### src/rtl/pe_ctrl_if.sv
// Bus bundle between pe_ctrl and its environment: the input word stream,
// the PE local-RAM / operand / result port and the job-result stream.
//   master : controller side (pe_ctrl)
//   slave  : environment side (stream source, PE, result sink)
interface pe_ctrl_if #(
    parameter int unsigned L_RAM_SIZE = 3
);
    localparam int unsigned DW = 32;

    logic [DW-1:0]         s_tdata;
    logic                  s_tvalid;
    logic                  s_tready;

    logic [DW-1:0]         pe_din;
    logic [L_RAM_SIZE-1:0] pe_addr;
    logic                  pe_we;
    logic [DW-1:0]         pe_ain;
    logic                  pe_valid;
    logic [DW-1:0]         pe_dout;
    logic                  pe_dvalid;

    logic [DW-1:0]         m_tdata;
    logic                  m_tvalid;
    logic                  m_tready;

    modport master (
        input  s_tdata, s_tvalid, pe_dout, pe_dvalid, m_tready,
        output s_tready, pe_din, pe_addr, pe_we, pe_ain, pe_valid, m_tdata, m_tvalid
    );

    modport slave (
        output s_tdata, s_tvalid, pe_dout, pe_dvalid, m_tready,
        input  s_tready, pe_din, pe_addr, pe_we, pe_ain, pe_valid, m_tdata, m_tvalid
    );
endinterface

### src/rtl/pe_ctrl.sv
// pe_ctrl: sequences one load/compute job for a MAC processing element.
// A job streams N words into the PE local RAM, buffers N operand words,
// replays them to the PE in lock-step with RAM reads, counts N result
// pulses and presents the last result on the output stream.
// Ports:
//   aclk, aresetn : clock, asynchronous active-low reset
//   start         : one-cycle job request (honoured only when idle)
//   busy          : high whenever a job is in progress
//   bus           : pe_ctrl_if master (s_* input stream, pe_* PE port, m_* result)
module pe_ctrl #(
    parameter int unsigned L_RAM_SIZE = 3
) (
    input  logic      aclk,
    input  logic      aresetn,
    input  logic      start,
    output logic      busy,
    pe_ctrl_if.master bus
);
    localparam int unsigned N  = 2 ** L_RAM_SIZE;
    localparam int unsigned CW = L_RAM_SIZE + 1;
    localparam int unsigned DW = 32;
    localparam logic [CW-1:0] ONE  = CW'(1);
    localparam logic [CW-1:0] LAST = CW'(N - 1);
    localparam logic [CW-1:0] FULL = CW'(N);

    typedef enum logic [2:0] {IDLE, LOAD_B, LOAD_A, RUN, WAIT, DONE} state_t;

    state_t                state_q, state_d;
    logic [CW-1:0]         cnt_q, cnt_d;
    logic [CW-1:0]         dcnt_q, dcnt_d;
    logic [DW-1:0]         pe_din_q, pe_din_d;
    logic [L_RAM_SIZE-1:0] pe_addr_q, pe_addr_d;
    logic                  pe_we_q, pe_we_d;
    logic [DW-1:0]         pe_ain_q, pe_ain_d;
    logic                  pe_valid_q, pe_valid_d;
    logic [DW-1:0]         m_tdata_q, m_tdata_d;
    logic                  m_tvalid_q;
    logic                  s_tready_q;
    logic                  busy_q;
    logic [DW-1:0]         abuf_q [N];
    logic                  abuf_we;
    logic                  accept;

    assign accept = bus.s_tvalid & s_tready_q;

    // State register
    always_ff @(posedge aclk or negedge aresetn) begin
        if (!aresetn) begin
            state_q <= IDLE;
        end else begin
            state_q <= state_d;
        end
    end

    // Next state, counters and next output values
    always_comb begin
        state_d    = state_q;
        cnt_d      = cnt_q;
        dcnt_d     = dcnt_q;
        pe_din_d   = pe_din_q;
        pe_addr_d  = pe_addr_q;
        pe_we_d    = 1'b0;
        pe_ain_d   = '0;
        pe_valid_d = 1'b0;
        m_tdata_d  = m_tdata_q;
        abuf_we    = 1'b0;

        // Result pulses count only while operands are in flight; the N-th is the answer.
        if ((state_q == RUN || state_q == WAIT) && bus.pe_dvalid && (dcnt_q != FULL)) begin
            dcnt_d = dcnt_q + ONE;
            if (dcnt_q == LAST) begin
                m_tdata_d = bus.pe_dout;
            end
        end

        unique case (state_q)
            IDLE: begin
                if (start) begin
                    state_d = LOAD_B;
                    cnt_d   = '0;
                    dcnt_d  = '0;
                end
            end
            LOAD_B: begin
                if (accept) begin
                    pe_din_d  = bus.s_tdata;
                    pe_addr_d = cnt_q[L_RAM_SIZE-1:0];
                    pe_we_d   = 1'b1;
                    if (cnt_q == LAST) begin
                        state_d = LOAD_A;
                        cnt_d   = '0;
                    end else begin
                        cnt_d = cnt_q + ONE;
                    end
                end
            end
            LOAD_A: begin
                if (accept) begin
                    abuf_we = 1'b1;
                    if (cnt_q == LAST) begin
                        state_d   = RUN;
                        cnt_d     = '0;
                        pe_addr_d = '0;
                    end else begin
                        cnt_d = cnt_q + ONE;
                    end
                end
            end
            RUN: begin
                // Cycle r presents address r; operand r follows one cycle later.
                if (cnt_q != FULL) begin
                    pe_valid_d = 1'b1;
                    pe_ain_d   = abuf_q[cnt_q[L_RAM_SIZE-1:0]];
                    cnt_d      = cnt_q + ONE;
                    if (cnt_q != LAST) begin
                        pe_addr_d = L_RAM_SIZE'(cnt_q + ONE);
                    end
                end else begin
                    state_d = (dcnt_d == FULL) ? DONE : WAIT;
                end
            end
            WAIT: begin
                if (dcnt_d == FULL) begin
                    state_d = DONE;
                end
            end
            DONE: begin
                if (bus.m_tready) begin
                    state_d = IDLE;
                end
            end
            default: state_d = IDLE;
        endcase
    end

    // Datapath and registered outputs
    always_ff @(posedge aclk or negedge aresetn) begin
        if (!aresetn) begin
            cnt_q      <= '0;
            dcnt_q     <= '0;
            pe_din_q   <= '0;
            pe_addr_q  <= '0;
            pe_we_q    <= 1'b0;
            pe_ain_q   <= '0;
            pe_valid_q <= 1'b0;
            m_tdata_q  <= '0;
            m_tvalid_q <= 1'b0;
            s_tready_q <= 1'b0;
            busy_q     <= 1'b0;
            for (int unsigned i = 0; i < N; i++) begin
                abuf_q[i] <= '0;
            end
        end else begin
            cnt_q      <= cnt_d;
            dcnt_q     <= dcnt_d;
            pe_din_q   <= pe_din_d;
            pe_addr_q  <= pe_addr_d;
            pe_we_q    <= pe_we_d;
            pe_ain_q   <= pe_ain_d;
            pe_valid_q <= pe_valid_d;
            m_tdata_q  <= m_tdata_d;
            m_tvalid_q <= (state_d == DONE);
            s_tready_q <= (state_d == LOAD_B) || (state_d == LOAD_A);
            busy_q     <= (state_d != IDLE);
            if (abuf_we) begin
                abuf_q[cnt_q[L_RAM_SIZE-1:0]] <= bus.s_tdata;
            end
        end
    end

    assign bus.s_tready = s_tready_q;
    assign bus.pe_din   = pe_din_q;
    assign bus.pe_addr  = pe_addr_q;
    assign bus.pe_we    = pe_we_q;
    assign bus.pe_ain   = pe_ain_q;
    assign bus.pe_valid = pe_valid_q;
    assign bus.m_tdata  = m_tdata_q;
    assign bus.m_tvalid = m_tvalid_q;
    assign busy         = busy_q;
endmodule

### src/flat_wrapper.sv
// flat-port wrapper written by rule: the top's interface ports become plain ports
module pe_ctrl_flat 
#(
    parameter int unsigned L_RAM_SIZE = 3
)
  (aclk, aresetn, start, busy, bus_s_tdata, bus_s_tvalid, bus_pe_dout, bus_pe_dvalid, bus_m_tready, bus_s_tready, bus_pe_din, bus_pe_addr, bus_pe_we, bus_pe_ain, bus_pe_valid, bus_m_tdata, bus_m_tvalid);
  pe_ctrl_if #(.L_RAM_SIZE(L_RAM_SIZE)) bus_i ();
  input  logic aclk;
  input  logic aresetn;
  input  logic start;
  output logic busy;
  input wire logic [$bits(bus_i.s_tdata)-1:0] bus_s_tdata;
  input wire logic [$bits(bus_i.s_tvalid)-1:0] bus_s_tvalid;
  input wire logic [$bits(bus_i.pe_dout)-1:0] bus_pe_dout;
  input wire logic [$bits(bus_i.pe_dvalid)-1:0] bus_pe_dvalid;
  input wire logic [$bits(bus_i.m_tready)-1:0] bus_m_tready;
  output wire logic [$bits(bus_i.s_tready)-1:0] bus_s_tready;
  output wire logic [$bits(bus_i.pe_din)-1:0] bus_pe_din;
  output wire logic [$bits(bus_i.pe_addr)-1:0] bus_pe_addr;
  output wire logic [$bits(bus_i.pe_we)-1:0] bus_pe_we;
  output wire logic [$bits(bus_i.pe_ain)-1:0] bus_pe_ain;
  output wire logic [$bits(bus_i.pe_valid)-1:0] bus_pe_valid;
  output wire logic [$bits(bus_i.m_tdata)-1:0] bus_m_tdata;
  output wire logic [$bits(bus_i.m_tvalid)-1:0] bus_m_tvalid;
  assign bus_i.s_tdata = bus_s_tdata;
  assign bus_i.s_tvalid = bus_s_tvalid;
  assign bus_i.pe_dout = bus_pe_dout;
  assign bus_i.pe_dvalid = bus_pe_dvalid;
  assign bus_i.m_tready = bus_m_tready;
  assign bus_s_tready = bus_i.s_tready;
  assign bus_pe_din = bus_i.pe_din;
  assign bus_pe_addr = bus_i.pe_addr;
  assign bus_pe_we = bus_i.pe_we;
  assign bus_pe_ain = bus_i.pe_ain;
  assign bus_pe_valid = bus_i.pe_valid;
  assign bus_m_tdata = bus_i.m_tdata;
  assign bus_m_tvalid = bus_i.m_tvalid;
  pe_ctrl #(.L_RAM_SIZE(L_RAM_SIZE)) u_core (.aclk(aclk), .aresetn(aresetn), .start(start), .busy(busy), .bus(bus_i));
endmodule
### config.mk
export PLATFORM = sky130hd
export DESIGN_NAME = pe_ctrl_flat
export DESIGN_NICKNAME = d
export VERILOG_FILES = /design/src/rtl/pe_ctrl_if.sv /design/src/rtl/pe_ctrl.sv /design/src/flat_wrapper.sv
export SDC_FILE = /design/constraint.sdc
export NUM_CORES = 1
export LEC_CHECK = 0
export BUFFER_PORTS_ARGS = -buffer_cell sky130_fd_sc_hd__buf_2
export CAP_MARGIN = 20
export CORE_MARGIN = 1
export CORE_UTILIZATION = 30
export DETAILED_ROUTE_END_ITERATION = 8
export HOLD_SLACK_MARGIN = 0.05
export PLACE_DENSITY_LB_ADDON = 0.12
export SLEW_MARGIN = 20
export SYNTH_ARGS = -nofsm -noshare
export SYNTH_HDL_FRONTEND = slang
export SYNTH_SLANG_ARGS = --single-unit
export TNS_END_PERCENT = 10
### constraint.sdc
create_clock -name aclk -period 4.05 [get_ports aclk]
set_input_delay 0.81 -clock aclk [delete_from_list [all_inputs] [get_ports aclk]]
set_output_delay 0.81 -clock aclk [all_outputs]
set_load 0.005 [all_outputs]
Word-level counts from Yosys, hierarchy flattened

Cells that the tools add are included.
Widths: inputs -> output; s select.

Register bits after elaboration: 371
Logic and storage cells: 98
Bits of input ports: 70
Output and inout port bits: 104

Reduce and logical (&&, ||, !) cells: 14
$add $sub $neg: 2
Muxes and demuxes: 37
Bitwise gates (word level): 2
Eq/ne operators: 21
Magnitude comparators: 2

Operator list:

| operator            | count |
|---|---|
| $bwmux 256          | 1 |
| $mux 32             | 5 |
| $bmux 32 s3         | 1 |
| $demux 32 s3        | 1 |
| $mux 3              | 13 |
| $mux 4              | 7 |
| $pmux 3 s6          | 1 |
| $pmux 4 s3          | 1 |
| $eq 3x2->1 const B  | 3 |
| $eq 3x3->1 const B  | 3 |
| $pmux 3 s3          | 1 |
| $reduce_bool 3->1   | 3 |
| $add 4x1->4 const B | 2 |
| $eq 4x3->1 const B  | 2 |
| $ne 2x1->1 const B  | 4 |
| $ne 4x4->1 const B  | 2 |
| $eq 3x1->1 const B  | 2 |
| $mux 1              | 6 |
| $ne 2x2->1 const B  | 3 |
| $reduce_and 6->1    | 1 |
| $eq 4x4->1 const B  | 1 |
| $ge 4x4->1 const B  | 1 |
| $lt 4x1->1 const B  | 1 |
| $ne 4x3->1 const B  | 1 |
| 8 further kinds     | 12 |

Longest topological paths before layout

Gate-level depths: netlist of the first run.

Depth in word-level cells: 11
Mapped depth: 8
Mapped depth without buffers: 7

Worst setup path before layout of the first run

OpenSTA, ideal clock, no wires.

Path kind: input-to-reg
From: in bus_s_tvalid
To: reg u_core.abuf_q[129] (netlist bit)
Stages on the path: 6
Path buffers: 2
Path slack: 1.773 ns
Data required time: 3.925 ns
Arrival time: 2.153 ns
Library setup time: 0.125 ns
Cells stage by stage: nand2_1 > or3_1 > buf_2 > nor3_4 > buf_6 > mux2_2

Cells in the longest elaborated chain, start to end: 3

RTL lines:

| what                           | RTL line           | source |
|---|---|---|
| start: declaration             | flat_wrapper.sv:13 | `input wire logic [$bits(bus_i.s_tvalid)-1:0] bus_s_tvalid;` |
| $and 1x1->1                    | pe_ctrl.sv:44      | `assign accept = bus.s_tvalid & s_tready_q;` |
| $mux 1                         | pe_ctrl.sv:98      | `if (accept) begin` |
| $mux 1                         | pe_ctrl.sv:76      | `unique case (state_q)` |
| end signal: indexed assignment | pe_ctrl.sv:166     | `abuf_q[cnt_q[L_RAM_SIZE-1:0]] <= bus.s_tdata;` |
| end: declaration               | pe_ctrl.sv:40      | `logic [DW-1:0] abuf_q [N];` |

No other way between the ends.
A chain may end at the register's enable or synchronous reset.

Final worst setup path of the first run

From: reg u_core.cnt_q[0]
To: reg u_core.abuf_q[210] (netlist bit)

Cells in the longest elaborated chain, start to end: 6
Elaborated cells on any way between the ends: 7
Those cells by class: order compare: 2; mux: 3; bitwise: 1; reduce/logical: 1

RTL lines:

| what                                                           | RTL line       | source |
|---|---|---|
| start: declaration                                             | pe_ctrl.sv:29  | `logic [CW-1:0] cnt_q, cnt_d;` |
| start signal: assignment                                       | pe_ctrl.sv:154 | `cnt_q <= cnt_d;` |
| $not 3->4 (implied by the code) *                              | pe_ctrl.sv:166 |  |
| $ge 4x4->1 (implied by the code) or $lt 4x1->1 (tied branches) | pe_ctrl.sv:166 |  |
| $logic_and 1x1->1 (implied by the code)                        | pe_ctrl.sv:166 |  |
| $mux 32 (implied by the code)                                  | pe_ctrl.sv:166 |  |
| $demux 32 s3 *                                                 | pe_ctrl.sv:166 |  |
| $bwmux 256 *                                                   | pe_ctrl.sv:166 |  |

Mark *: on every way between the ends. The rest lies on a longest branch, timed or not.

==> qor.json, run 1 <==
{
  "outcome": {"value": "complete, no violations"},
  "synth_area_per_cell": {"value": 14.7, "unit": "um^2"},
  "synth-edff-count": {"value": 0},
  "drc": {"value": 0},
  "detail_route.wl_per_cell": {"value": 21.2, "unit": "um"},
  "critical_path_required": {"value": 4480, "unit": "ps"},
  "detailed_place_hpwl": {"value": 24.1, "unit": "mm"},
  "fin_crit_sh": {"value": 70.6, "unit": "%"},
  "vias_per_cell": {"value": 4.95},
  "core_area": {"value": 50400, "unit": "um^2"},
  "ys_dominant_reg_cell": {"value": "sky130_fd_sc_hd__dfrtp_1"},
  "drv_slew": {"value": 0},
  "final_layout_size_suffix_gt1_share": {"value": 47.6, "unit": "%"},
  "netlist-cell-type-count": {"value": 52},
  "setup.worst_path.end_class": {"value": "flop"},
  "ys_seq_area_share": {"value": 60.4, "unit": "%"},
  "synth_common_cells": {"value": "371 x sky130_fd_sc_hd__dfrtp_1, 304 x sky130_fd_sc_hd__mux2_2, 64 x sky130_fd_sc_hd__a22oi_1"},
  "initialDrtViolationCount": {"value": 480},
  "netlist_instances": {"value": 1046},
  "die_y": {"value": 228, "unit": "um"},
  "finish.instance_area": {"value": 18400, "unit": "um^2"},
  "finalWeightedCongestion": {"value": 0.721},
  "antenna-diode-count": {"value": 0},
  "peakVddDrop": {"value": 226, "unit": "uV"},
  "rr_startpoint": {"value": "u_core.cnt_q[0]"},
  "grt_antenna_before_repair": {"value": 1},
  "reg2reg_slack": {"value": 1190, "unit": "ps"},
  "power_per_cell_area": {"value": 588, "unit": "nW/um^2"},
  "max_freq": {"value": 0.350, "unit": "GHz"},
  "dpl_worst_slack": {"value": 1020, "unit": "ps"},
  "slew-limit-headroom": {"value": 41.9, "unit": "%"},
  "clock-sinks": {"value": 371},
  "path_class": {"value": "reg -> reg"},
  "worst-path-max-fanout": {"value": 25},
  "ys_warn_count": {"value": 0},
  "final_wl": {"value": 40.8, "unit": "mm"},
  "min_period": {"value": 2860, "unit": "ps"},
  "cts_tree": {"value": "built"},
  "vias_in_the_first_global_route": {"value": 10233},
  "yosys.cell_count.top_type": {"value": "sky130_fd_sc_hd__dfrtp_1"},
  "number_of_register_bits_inferred_by_synthesis": {"value": 371},
  "initial_core_util": {"value": 30.5, "unit": "%"},
  "setup_slack_of_the_critical_path_after_layout": {"value": 1190, "unit": "ps"},
  "area_delta_synth_final": {"value": 19.9, "unit": "%"},
  "setup.worst_path.start": {"value": "u_core.cnt_q[0]"},
  "synth-async-reset-ratio": {"value": 100, "unit": "%"},
  "cts_post_setup_buffers_inserted": {"value": 0},
  "worst_hold_slack": {"value": 259, "unit": "ps"},
  "placement.cell_area": {"value": 17100, "unit": "um^2"},
  "detailroute.via_count": {"value": 9537},
  "max_cap_violations": {"value": 0},
  "overflow": {"value": 0},
  "syn_area": {"value": 15400, "unit": "um^2"},
  "timing.final.hold_violations": {"value": 0},
  "ctsLongestPathBuffers": {"value": 3},
  "timing.critical_path.arrival": {"value": 3290, "unit": "ps"},
  "synth_largest_type_area_fraction": {"value": 60.4, "unit": "%"},
  "grt_start_max_net_pins": {"value": 93},
  "timing.hold.worst.class": {"value": "in -> async"},
  "worstSetupStartpointType": {"value": "flop"},
  "numPortBuffers": {"value": 173},
  "totalNegativeSetupSlack": {"value": 0, "unit": "ps"},
  "ant_nets": {"value": 0},
  "htree_levels": {"value": 2},
  "reg2regPathDepth": {"value": 5},
  "clk_pin_slew": {"value": 60, "unit": "ps"},
  "hold_fix_buffers_cts": {"value": 0},
  "p_total": {"value": 10.8, "unit": "mW"},
  "design.portCount": {"value": 174},
  "setup_viol": {"value": 0},
  "synth_top_cells_by_area": {"value": "sky130_fd_sc_hd__dfrtp_1 60%, sky130_fd_sc_hd__mux2_2 22%, sky130_fd_sc_hd__a22oi_1 3.1%, sky130_fd_sc_hd__a221oi_1 1.8%, sky130_fd_sc_hd__a22o_1 1.8%"},
  "crit-reg2reg-capture": {"value": "u_core.abuf_q[210]"},
  "drt_pass1_iterations": {"value": 4},
  "rsz0062_at_grt": {"value": "false"},
  "wire_length_of_the_first_global_routing_pass": {"value": 64.9, "unit": "mm"},
  "grt.total_usage": {"value": 16.1, "unit": "%"},
  "cts_resized": {"value": 0},
  "clock-root-buffer": {"value": "sky130_fd_sc_hd__clkbuf_16"},
  "floorplan.die_area": {"value": 52100, "unit": "um^2"},
  "fin_worst_skew": {"value": 17.5, "unit": "ps"},
  "synth_fp_nets": {"value": 1120},
  "power_leakage": {"value": 8.85, "unit": "nW"},
  "worst_skew_pair.late_latency": {"value": 560, "unit": "ps"},
  "width_of_the_chip": {"value": 228, "unit": "um"},
  "layout.nets": {"value": 1300},
  "worst_pin_slew": {"value": 871, "unit": "ps"},
  "synthDominantAreaCellType": {"value": "sky130_fd_sc_hd__dfrtp_1"},
  "floorplan.rows": {"value": 82},
  "cts_buffers": {"value": 44}
}
cell usage in the layout, fill, tap and decap left out, types with 5 or more instances in the layout:
cell	n
sky130_fd_sc_hd__nand2_1	20
sky130_fd_sc_hd__buf_2	172
sky130_fd_sc_hd__inv_1	10
sky130_fd_sc_hd__mux2_1	20
sky130_fd_sc_hd__dfrtp_1	371
sky130_fd_sc_hd__buf_4	28
sky130_fd_sc_hd__clkbuf_16	44
sky130_fd_sc_hd__a31oi_1	32
sky130_fd_sc_hd__mux2_2	304
sky130_fd_sc_hd__a221oi_1	32
sky130_fd_sc_hd__nor2b_4	5
sky130_fd_sc_hd__clkbuf_8	9
sky130_fd_sc_hd__nor3_4	6
sky130_fd_sc_hd__buf_12	5
sky130_fd_sc_hd__a21oi_1	7
sky130_fd_sc_hd__a22o_1	32
sky130_fd_sc_hd__nor2_1	9
sky130_fd_sc_hd__clkbuf_1	11
sky130_fd_sc_hd__clkinv_2	6
sky130_fd_sc_hd__o21ai_0	5
sky130_fd_sc_hd__a22oi_1	64
kinds of logic after synthesis:
kind of cell    after synthesis  share of synthesized area [%]
flops                       371                           60.4
simple gates                 70                           2.60
compound gates              190                           9.52
mux                         326                           23.9
buf+inv                      82                           3.10
fa+ha+maj                     4                          0.326
xor+xnor                      3                          0.171
per-layer routing:
metal  vias up  share of wire [%]  GRT usage, %
met5         -                  0             0
met4         0                1.8          4.34
met3        54                3.6          2.69
met2       190                 47          26.2
met1      5015                 47          21.9
li1       4278                  -             -
worst max path at each step:
stage	end	cells after the start
after global placement	u_core.abuf_q[18]	6
after CTS	u_core.abuf_q[210]	5
after detailed placement	u_core.abuf_q[78]	6
after floorplan	u_core.abuf_q[129]	6
final	u_core.abuf_q[210]	5
after global routing	u_core.abuf_q[209]	5
stage by stage:
step,std cells,utilization (%)
6_report,1926,36.6
5_1_grt,1926,36.6
4_1_cts,1926,36.6
2_1_floorplan,1046,-
3_3_place_gp,1852,33.9
3_5_place_dp,1852,33.9
critical path, cell delays in order (launching register included):
cell                      delay (ps)
sky130_fd_sc_hd__dfrtp_1         700
sky130_fd_sc_hd__inv_1           290
sky130_fd_sc_hd__nor3_4          590
sky130_fd_sc_hd__nor2b_4         490
sky130_fd_sc_hd__buf_12          280
sky130_fd_sc_hd__mux2_2          360
state kept, by name, indices dropped and copies added (netlist names):
name                 count
u_core.abuf_q          256
u_core.bus.m_tdata      32
u_core.bus.pe_ain       32
u_core.bus.pe_din       32
u_core.cnt_q             4
u_core.dcnt_q            4
u_core.bus.pe_addr       3
u_core.state_q           3
u_core.bus.m_tvalid      1
u_core.bus.pe_valid      1
u_core.bus.pe_we         1
u_core.bus.s_tready      1
u_core.busy              1
final cells by class:
type                            instances  area, um^2
Timing Repair Buffer                  206        1190
Inverter                               10        37.5
Fill cell                            4909       32000
Clock inverter                         10        92.6
Sequential cell                       371        9280
Tap cell                              672         841
Clock buffer                           64        1270
Multi-Input combinational cell        593        5710
report_power, final:
part           switching (mW)  total (mW)  internal, mW
combinational            1.33        2.34          1.01
sequential              0.413        4.74          4.33
clock                    1.54        3.76          2.22
(Power assumes the default switching activity.)
==> run 2: changes to the inputs <==
==> constraint.sdc (replaced) <==
create_clock -name aclk -period 2.6 [get_ports aclk]
set_input_delay 0.52 -clock aclk [delete_from_list [all_inputs] [get_ports aclk]]
set_output_delay 0.52 -clock aclk [all_outputs]
set_load 0.005 [all_outputs]
==> run 2 against run 1 <==
Effect of this change: utilization grew 1.2 points; register-to-register slack lost 750 ps; first-iteration DRC count grew 3.5%; non-clock buffer count grew 29; critical path type unchanged.
==> qor.json, run 2 (synthesis gave the netlist of run 1 again) <==
{
  "whs_path_depth": {"value": 2},
  "rsz0062_at_grt": {"value": "false", "change": "unchanged"},
  "detail_route.wl_per_cell": {"value": 21.6, "unit": "um", "change": "was 21.2 um"},
  "critical_path.top_delay_family": {"value": "simple AND/OR/NAND/NOR gates", "change": "unchanged"},
  "ant_nets": {"value": 0, "change": "unchanged"},
  "peakVddDrop": {"value": 407, "unit": "uV", "change": "was 226 uV"},
  "finalWeightedCongestion": {"value": 0.734, "change": "was 0.721"},
  "groute.layer.met3.usage": {"value": 2.48, "unit": "%", "change": "was 2.69%"},
  "numPortBuffers": {"value": 173, "change": "unchanged"},
  "clock-root-buffer": {"value": "sky130_fd_sc_hd__clkbuf_16", "change": "unchanged"},
  "area_delta_synth_final": {"value": 23.8, "unit": "%", "change": "was 19.9%"},
  "detailed_place_hpwl": {"value": 26.0, "unit": "mm", "change": "was 24.1 mm"},
  "fin_crit_sh": {"value": 82.9, "unit": "%", "change": "was 70.6%"},
  "timing.critical_path.slowest_stage_cell": {"value": "sky130_fd_sc_hd__nor3b_1", "change": "was sky130_fd_sc_hd__dfrtp_1"},
  "floorplan.die_area": {"value": 52100, "unit": "um^2", "change": "unchanged"},
  "core_area": {"value": 50400, "unit": "um^2", "change": "unchanged"},
  "globalRouteMet2Util": {"value": 27.2, "unit": "%", "change": "was 26.2%"},
  "worstSetupStartpointType": {"value": "flop", "change": "unchanged"},
  "clk_pin_slew": {"value": 60, "unit": "ps", "change": "about the same"},
  "wire_length_of_the_first_global_routing_pass": {"value": 66.5, "unit": "mm", "change": "was 64.9 mm"},
  "slew-limit-headroom": {"value": 57.2, "unit": "%", "change": "was 41.9%"},
  "internal_power": {"value": 12.3, "unit": "mW", "change": "was 7.56 mW"},
  "hold_fix_buffers_cts": {"value": 1, "change": "was 0"},
  "grt.total_usage": {"value": 16.7, "unit": "%", "change": "was 16.1%"},
  "worst-path-max-fanout": {"value": 32, "change": "was 25"},
  "worst_hold_slack": {"value": 179, "unit": "ps", "change": "was 259 ps"},
  "setup_viol": {"value": 0, "change": "unchanged"},
  "floorplan.rows": {"value": 82, "change": "unchanged"},
  "crit_chain": {"value": "buf_4, nor3b_1, nor2_1, nor2_2, buf_12, mux2_2", "change": "was inv_1, nor3_4, nor2b_4, buf_12, mux2_2"},
  "grt_busiest_layer": {"value": "met2", "change": "unchanged"},
  "clkPwrFrac": {"value": 35.6, "unit": "%", "change": "was 34.7%"},
  "cts_tree": {"value": "built", "change": "unchanged"},
  "holdPathEnd": {"value": "u_core.bus.m_tdata[24]"},
  "reg2regPathDepth": {"value": 6, "change": "was 5"},
  "vias_in_the_first_global_route": {"value": 10417, "change": "was 10,233"},
  "outcome": {"value": "complete, no violations", "change": "unchanged"},
  "largest_register_ff_count": {"value": 256, "change": "unchanged"},
  "timing.hold.worst.class": {"value": "in -> reg", "change": "was in -> async"},
  "design.portCount": {"value": 174, "change": "unchanged"},
  "reg2reg_slack": {"value": 450, "unit": "ps", "change": "was 1190 ps"},
  "final_layout_size_suffix_gt1_share": {"value": 49.3, "unit": "%", "change": "was 47.6%"},
  "registers.top_by_ff_count": {"value": "u_core.abuf_q", "change": "unchanged"},
  "overflow": {"value": 0, "change": "unchanged"},
  "setup.worst_path.end_class": {"value": "flop", "change": "unchanged"},
  "path_class": {"value": "reg -> reg", "change": "unchanged"},
  "cp_slowest_stage_delay": {"value": 550, "unit": "ps", "change": "was 700 ps"},
  "cts_buffers": {"value": 44, "change": "unchanged"},
  "drv_slew": {"value": 0, "change": "unchanged"},
  "min_period": {"value": 2150, "unit": "ps", "change": "was 2860 ps"},
  "setup_slack_of_the_critical_path_after_layout": {"value": 446, "unit": "ps", "change": "was 1190 ps"},
  "power.combinational.fraction": {"value": 23.2, "unit": "%", "change": "was 21.6%"},
  "clock-sinks": {"value": 371, "change": "unchanged"},
  "max_cap_violations": {"value": 0, "change": "unchanged"},
  "power_per_cell_area": {"value": 926, "unit": "nW/um^2", "change": "was 588 nW/um^2"},
  "drc": {"value": 0, "change": "unchanged"},
  "crit-reg2reg-capture": {"value": "u_core.bus.m_tdata[22]", "change": "was u_core.abuf_q[210]"},
  "layout_common_cells": {"value": "371 x sky130_fd_sc_hd__dfrtp_1, 304 x sky130_fd_sc_hd__mux2_2, 172 x sky130_fd_sc_hd__buf_2", "change": "unchanged"},
  "power.share.switching": {"value": 30.0, "unit": "%", "change": "was 30.2%"},
  "worst_pin_slew": {"value": 642, "unit": "ps", "change": "was 871 ps"},
  "power.sequential.fraction": {"value": 41.2, "unit": "%", "change": "was 43.7%"},
  "dpl_worst_slack": {"value": 276, "unit": "ps", "change": "was 1020 ps"},
  "timing.final.hold_violations": {"value": 0, "change": "unchanged"},
  "grt.met1_usage": {"value": 22.7, "unit": "%", "change": "was 21.9%"},
  "timing.critical_path.arrival": {"value": 2600, "unit": "ps", "change": "was 3290 ps"},
  "initial_core_util": {"value": 30.5, "unit": "%", "change": "unchanged"},
  "worst_skew_pair.late_latency": {"value": 570, "unit": "ps", "change": "was 560 ps"},
  "layout.nets": {"value": 1329, "change": "was 1,300"},
  "final_wl": {"value": 42.3, "unit": "mm", "change": "was 40.8 mm"},
  "detailroute.via_count": {"value": 9790, "change": "was 9,537"},
  "power_leakage": {"value": 9.12, "unit": "nW", "change": "was 8.85 nW"},
  "totalNegativeSetupSlack": {"value": 0, "unit": "ps", "change": "unchanged"},
  "width_of_the_chip": {"value": 228, "unit": "um", "change": "unchanged"},
  "max_freq": {"value": 0.464, "unit": "GHz", "change": "was 0.350 GHz"},
  "vias_per_cell": {"value": 4.99, "change": "was 4.95"},
  "htree_levels": {"value": 2, "change": "unchanged"},
  "fin_worst_skew": {"value": 13.7, "unit": "ps", "change": "was 17.5 ps"},
  "ctsLongestPathBuffers": {"value": 3, "change": "unchanged"},
  "cts_post_setup_buffers_inserted": {"value": 0, "change": "unchanged"},
  "drt_pass1_iterations": {"value": 4, "change": "unchanged"},
  "grt_antenna_before_repair": {"value": 0, "change": "was 1"},
  "cts_resized": {"value": 0, "change": "unchanged"},
  "grt_start_max_net_pins": {"value": 64, "change": "was 93"},
  "rr_startpoint": {"value": "u_core.state_q[1]", "change": "was u_core.cnt_q[0]"},
  "die_y": {"value": 228, "unit": "um", "change": "unchanged"},
  "power.switching": {"value": 5.29, "unit": "mW", "change": "was 3.28 mW"},
  "initialDrtViolationCount": {"value": 497, "change": "was 480"},
  "critical_path_required": {"value": 3040, "unit": "ps", "change": "was 4480 ps"},
  "number_of_buffers_and_inverters_on_the_critical_path": {"value": 2, "change": "unchanged"},
  "mostFrequentLayoutCell": {"value": "sky130_fd_sc_hd__dfrtp_1", "change": "unchanged"},
  "hold_start": {"value": "bus_pe_dout[24]"},
  "p_total": {"value": 17.6, "unit": "mW", "change": "was 10.8 mW"}
}
## run 2: metal layers
metal,up-vias,part of all wire (%)
met5,-,0
met4,0,2.3
met3,62,3.4
met2,207,48
met1,5186,46
li1,4335,-
## run 2: how the worst max path moves through the flow
stage                       from                     end  slack, ps  depth (start not counted)
6_report       u_core.state_q[1]  u_core.bus.m_tdata[22]        450                          6
5_1_grt        u_core.state_q[1]             u_core.busy        220                          6
4_1_cts          u_core.cnt_q[0]      u_core.abuf_q[174]        450                          6
3_5_place_dp        bus_s_tvalid      u_core.abuf_q[131]        280                          7
3_3_place_gp        bus_s_tvalid       u_core.abuf_q[58]        260                          7
2_1_floorplan       bus_s_tvalid      u_core.abuf_q[129]        610                          6
## run 2: final cells by class
type	instances	area, um^2
Clock inverter	13	131
Clock buffer	66	1360
Tap cell	672	841
Timing Repair Buffer	235	1660
Multi-Input combinational cell	593	5710
Sequential cell	371	9280
Antenna cell	1	2.50
Inverter	10	37.5
Fill cell	4856	31400
## run 2: through the flow
step	area (um^2)	utilization (%)	instances
2_1_floorplan	15400	-	1046
3_3_place_gp	17500	34.8	1880
3_5_place_dp	17500	34.8	1880
4_1_cts	19000	37.8	1960
5_1_grt	19000	37.8	1960
6_report	19000	37.8	1961
## run 2: power by group through the flow
stage	clock (mW)	sequential, mW	combinational [mW]
final	6.27	7.25	4.09
after global routing	6.75	7.39	4.44
after CTS	6.52	7.26	4.19
after detailed placement	0	7.36	4.18
after global placement	0	7.34	4.14
after floorplan	0	7.28	2.15
==> run 3: changes to the inputs <==
--- a/config.mk
+++ b/config.mk
@@ -5,6 +5,7 @@
 export SDC_FILE = /design/constraint.sdc
 export NUM_CORES = 1
 export LEC_CHECK = 0
+export ABC_AREA = 1
 export BUFFER_PORTS_ARGS = -buffer_cell sky130_fd_sc_hd__buf_2
 export CAP_MARGIN = 20
 export CORE_MARGIN = 1
==> constraint.sdc (replaced) <==
create_clock -name aclk -period 2.1 [get_ports aclk]
set_input_delay 0.42 -clock aclk [delete_from_list [all_inputs] [get_ports aclk]]
set_output_delay 0.42 -clock aclk [all_outputs]
set_load 0.005 [all_outputs]
==> run 3 against run 2 <==
Effect of this change: sequential share of layout area is 1.4 points higher; largest cell class unchanged; first-iteration DRC count is 61% higher; highest routed layer unchanged; maximum frequency is 12% higher.
==> qor.json, run 3 <==
{
  "synthSimpleGateAreaFrac": {"value": 16.6, "unit": "%", "change": "was 2.60%"},
  "timing.final.hold_violations": {"value": 0, "change": "unchanged"},
  "critical_path.top_delay_family": {"value": "buffers and inverters", "change": "was simple AND/OR/NAND/NOR gates"},
  "synthDominantAreaCellType": {"value": "sky130_fd_sc_hd__dfrtp_1", "change": "unchanged"},
  "largest_register_ff_count": {"value": 256, "change": "unchanged"},
  "slew-limit-headroom": {"value": 64.9, "unit": "%", "change": "was 57.2%"},
  "timing.hold.worst.class": {"value": "in -> reg", "change": "unchanged"},
  "width_of_the_chip": {"value": 227, "unit": "um", "change": "was 228 um"},
  "drc": {"value": 0, "change": "unchanged"},
  "drt_pass1_iterations": {"value": 5, "change": "was 4"},
  "clk_pin_slew": {"value": 60, "unit": "ps", "change": "about the same"},
  "min_period": {"value": 1930, "unit": "ps", "change": "was 2150 ps"},
  "syn_area": {"value": 15100, "unit": "um^2", "change": "was 15,400 um^2"},
  "placement.cell_area": {"value": 17000, "unit": "um^2", "change": "was 17,500 um^2"},
  "path_common_cell": {"value": "sky130_fd_sc_hd__buf_4"},
  "drv_slew": {"value": 0, "change": "unchanged"},
  "finalWeightedCongestion": {"value": 0.828, "change": "was 0.734"},
  "core_area": {"value": 49400, "unit": "um^2", "change": "was 50,400 um^2"},
  "number_of_register_bits_inferred_by_synthesis": {"value": 371, "change": "unchanged"},
  "detailroute.via_count": {"value": 11511, "change": "was 9,790"},
  "clock-root-buffer": {"value": "sky130_fd_sc_hd__clkbuf_16", "change": "unchanged"},
  "number_of_buffers_and_inverters_on_the_critical_path": {"value": 4, "change": "was 2"},
  "fin_worst_skew": {"value": 10.5, "unit": "ps", "change": "was 13.7 ps"},
  "htree_levels": {"value": 2, "change": "unchanged"},
  "synth-compound-area-share": {"value": 14.2, "unit": "%", "change": "was 9.52%"},
  "initial_core_util": {"value": 30.7, "unit": "%", "change": "was 30.5%"},
  "timing.critical_path.arrival": {"value": 2350, "unit": "ps", "change": "was 2600 ps"},
  "synth_largest_type_area_fraction": {"value": 61.4, "unit": "%", "change": "was 60.4%"},
  "setup.worst_path.end_class": {"value": "flop", "change": "unchanged"},
  "final_wl": {"value": 43.5, "unit": "mm", "change": "was 42.3 mm"},
  "layout.nets": {"value": 1863, "change": "was 1,329"},
  "ant_nets": {"value": 0, "change": "unchanged"},
  "synth.mux.area_fraction": {"value": 2.38, "unit": "%", "change": "was 23.9%"},
  "detailed_place_hpwl": {"value": 27.9, "unit": "mm", "change": "was 26.0 mm"},
  "mostFrequentLayoutCell": {"value": "sky130_fd_sc_hd__nand2_1", "change": "was sky130_fd_sc_hd__dfrtp_1"},
  "grt_antenna_before_repair": {"value": 0, "change": "unchanged"},
  "cp_slowest_stage_delay": {"value": 540, "unit": "ps", "change": "was 550 ps"},
  "setup_viol": {"value": 0, "change": "unchanged"},
  "floorplan.rows": {"value": 81, "change": "was 82"},
  "power_per_cell_area": {"value": 1120, "unit": "nW/um^2", "change": "was 926 nW/um^2"},
  "numPortBuffers": {"value": 173, "change": "unchanged"},
  "floorplan.die_area": {"value": 51300, "unit": "um^2", "change": "was 52,100 um^2"},
  "synth_fp_nets": {"value": 1666, "change": "was 1,120"},
  "yosys.cell_count.top_type": {"value": "sky130_fd_sc_hd__nand2_1", "change": "was sky130_fd_sc_hd__dfrtp_1"},
  "max_freq": {"value": 0.518, "unit": "GHz", "change": "was 0.464 GHz"},
  "antenna-diode-count": {"value": 0, "change": "was 1"},
  "path_class": {"value": "reg -> reg", "change": "unchanged"},
  "worst_skew_pair.late_latency": {"value": 560, "unit": "ps", "change": "was 570 ps"},
  "synth_adder_area_share": {"value": 0.331, "unit": "%", "change": "was 0.326%"},
  "worst_pin_slew": {"value": 526, "unit": "ps", "change": "was 642 ps"},
  "ys_warn_count": {"value": 0, "change": "unchanged"},
  "main_combinational_cell_family_by_area_after_synthesis": {"value": "simple AND/OR/NAND/NOR gates", "change": "was multiplexers"},
  "netlist_instances": {"value": 1592, "change": "was 1,046"},
  "synth_common_cells": {"value": "519 x sky130_fd_sc_hd__nand2_1, 371 x sky130_fd_sc_hd__dfrtp_1, 271 x sky130_fd_sc_hd__o21ai_0, 81 x sky130_fd_sc_hd__inv_1, 70 x sky130_fd_sc_hd__buf_2", "change": "was 371 x sky130_fd_sc_hd__dfrtp_1, 304 x sky130_fd_sc_hd__mux2_2, 64 x sky130_fd_sc_hd__a22oi_1"},
  "ys_seq_area_share": {"value": 61.4, "unit": "%", "change": "was 60.4%"},
  "max_cap_violations": {"value": 0, "change": "unchanged"},
  "fin_crit_sh": {"value": 91.9, "unit": "%", "change": "was 82.9%"},
  "outcome": {"value": "complete, no violations", "change": "unchanged"},
  "rsz0062_at_grt": {"value": "false", "change": "unchanged"},
  "initialDrtViolationCount": {"value": 798, "change": "was 497"},
  "design.portCount": {"value": 174, "change": "unchanged"},
  "grt_start_max_net_pins": {"value": 69, "change": "was 64"},
  "crit_chain": {"value": "inv_2, nand3_1, inv_1, buf_4, nand2_4, buf_4, o21ai_0", "change": "was buf_4, nor3b_1, nor2_1, nor2_2, buf_12, mux2_2"},
  "synth_xor_area_share": {"value": 0.116, "unit": "%", "change": "was 0.171%"},
  "detail_route.wl_per_cell": {"value": 17.5, "unit": "um", "change": "was 21.6 um"},
  "final_layout_size_suffix_gt1_share": {"value": 19.8, "unit": "%", "change": "was 49.3%"},
  "ys_dominant_reg_cell": {"value": "sky130_fd_sc_hd__dfrtp_1", "change": "unchanged"},
  "netlist-cell-type-count": {"value": 37, "change": "was 52"},
  "cts_tree": {"value": "built", "change": "unchanged"},
  "power_leakage": {"value": 9.12, "unit": "nW", "change": "about the same"},
  "synth_area_per_cell": {"value": 9.50, "unit": "um^2", "change": "was 14.7 um^2"},
  "layout_common_cells": {"value": "518 x sky130_fd_sc_hd__nand2_1, 371 x sky130_fd_sc_hd__dfrtp_1, 271 x sky130_fd_sc_hd__o21ai_0", "change": "was 371 x sky130_fd_sc_hd__dfrtp_1, 304 x sky130_fd_sc_hd__mux2_2, 172 x sky130_fd_sc_hd__buf_2"},
  "peakVddDrop": {"value": 495, "unit": "uV", "change": "was 407 uV"},
  "critical_path_required": {"value": 2520, "unit": "ps", "change": "was 3040 ps"},
  "p_total": {"value": 20.7, "unit": "mW", "change": "was 17.6 mW"},
  "area_delta_synth_final": {"value": 22.2, "unit": "%", "change": "was 23.8%"},
  "worst-path-max-fanout": {"value": 38, "change": "was 32"},
  "wire_length_of_the_first_global_routing_pass": {"value": 67.6, "unit": "mm", "change": "was 66.5 mm"},
  "synth-edff-count": {"value": 0, "change": "unchanged"},
  "cts_resized": {"value": 0, "change": "unchanged"},
  "overflow": {"value": 0, "change": "unchanged"},
  "cts_post_setup_buffers_inserted": {"value": 0, "change": "unchanged"},
  "cts_buffers": {"value": 43, "change": "was 44"},
  "finish.instance_area": {"value": 18500, "unit": "um^2", "change": "was 19,000 um^2"},
  "die_y": {"value": 227, "unit": "um", "change": "was 228 um"},
  "clock-sinks": {"value": 371, "change": "unchanged"},
  "worstSetupStartpointType": {"value": "flop", "change": "unchanged"},
  "synth-async-reset-ratio": {"value": 100, "unit": "%", "change": "unchanged"},
  "registers.top_by_ff_count": {"value": "u_core.abuf_q", "change": "unchanged"},
  "hold_fix_buffers_cts": {"value": 1, "change": "unchanged"},
  "vias_in_the_first_global_route": {"value": 11335, "change": "was 10,417"},
  "grt.total_usage": {"value": 17.4, "unit": "%", "change": "was 16.7%"},
  "ctsLongestPathBuffers": {"value": 3, "change": "unchanged"},
  "totalNegativeSetupSlack": {"value": 0, "unit": "ps", "change": "unchanged"},
  "synth_top_cells_by_area": {"value": "sky130_fd_sc_hd__dfrtp_1 61%, sky130_fd_sc_hd__nand2_1 13%, sky130_fd_sc_hd__o21ai_0 9.0%, sky130_fd_sc_hd__buf_2 2.3%, sky130_fd_sc_hd__mux2_2 2.3%", "change": "was sky130_fd_sc_hd__dfrtp_1 60%, sky130_fd_sc_hd__mux2_2 22%, sky130_fd_sc_hd__a22oi_1 3.1%, sky130_fd_sc_hd__a221oi_1 1.8%, sky130_fd_sc_hd__a22o_1 1.8%"},
  "vias_per_cell": {"value": 4.64, "change": "was 4.99"},
  "fillers": {"value": 5032, "change": "was 4,856"},
  "timing.critical_path.slowest_stage_cell": {"value": "sky130_fd_sc_hd__dfrtp_1", "change": "was sky130_fd_sc_hd__nor3b_1"}
}
==> run 3: cell types whose count changed in the layout (fill, tap and decap cells not counted), sizes merged, moves of 27 or more <==
cell	change
mux2	-292
a31oi	-27
a22o	-32
o21ai	+294
a221oi	-32
inv	+78
nand3	+34
nand2	+508
a22oi	-45
==> run 3: area by class of cell <==
type                            instances  area [um^2]  share of cell area, %
Multi-Input combinational cell       1046         5090                   27.5
Clock buffer                           59         1230                   6.63
Inverter                               90          338                   1.83
Sequential cell                       371         9280                   50.2
Tap cell                              664          831                   4.49
Timing Repair Buffer                  237         1510                   8.16
Clock inverter                         16          216                   1.17
==> run 3: cells by family after synthesis <==
family	count (synthesis)
multiplexers	32
buffers and inverters	175
adder cells (fa/ha/maj)	4
AND/OR/NAND/NOR	615
AO/OA/AOI/OAI	393
XOR/XNOR	2
flip-flops	371
==> run 3: worst paths after layout <==
path	startpoint	slack, ps	cells past startpoint	end
min reg2reg	u_core.bus.pe_din[1]	480	2	u_core.bus.pe_din[1]
max in group asynchronous	aresetn	940	4	u_core.abuf_q[245]
max	u_core.cnt_q[2]	170	7	u_core.abuf_q[208]
min	bus_pe_dout[7]	90	2	u_core.bus.m_tdata[7]
max reg2reg	u_core.cnt_q[2]	170	7	u_core.abuf_q[208]
min in group asynchronous	aresetn	330	2	u_core.abuf_q[230]
==> run 3: metal layers <==
metal	vias up	track usage, %	wire length, um	share of wire (%)
met5	-	0	0	0
met4	0	5.25	947	2.2
met3	67	2.32	1680	3.9
met2	245	27.3	19500	45
met1	5567	24.8	21300	49
li1	5632	-	-	-
==> run 3: worst reg2reg max path: stages (launching register included) <==
cell	delay, ps
sky130_fd_sc_hd__dfrtp_1	540
sky130_fd_sc_hd__inv_2	120
sky130_fd_sc_hd__nand3_1	180
sky130_fd_sc_hd__inv_1	80
sky130_fd_sc_hd__buf_4	230
sky130_fd_sc_hd__nand2_4	110
sky130_fd_sc_hd__buf_4	380
sky130_fd_sc_hd__o21ai_0	160
==> run 3: per-stage QoR <==
stage               hold slack [ps]  instances  util (%)  worst slack (ps)
detailed placement              316       2407      34.5               198
finish                         88.8       2483      37.5               171
global placement                313       2407      34.5               264
CTS                            54.5       2483      37.5               175
floorplan                       124       1592         -               474
global route                   73.1       2483      37.5              26.7
==> run 3: where the power goes <==
| group | total, mW | switching [mW] | leakage (nW) | internal (mW) |
|---|---|---|---|---|
| Combinational | 4.13 | 2.69 | 3.32 | 1.44 |
| Clock | 7.65 | 2.97 | 0.706 | 4.68 |
| Sequential | 8.95 | 0.651 | 5.09 | 8.29 |
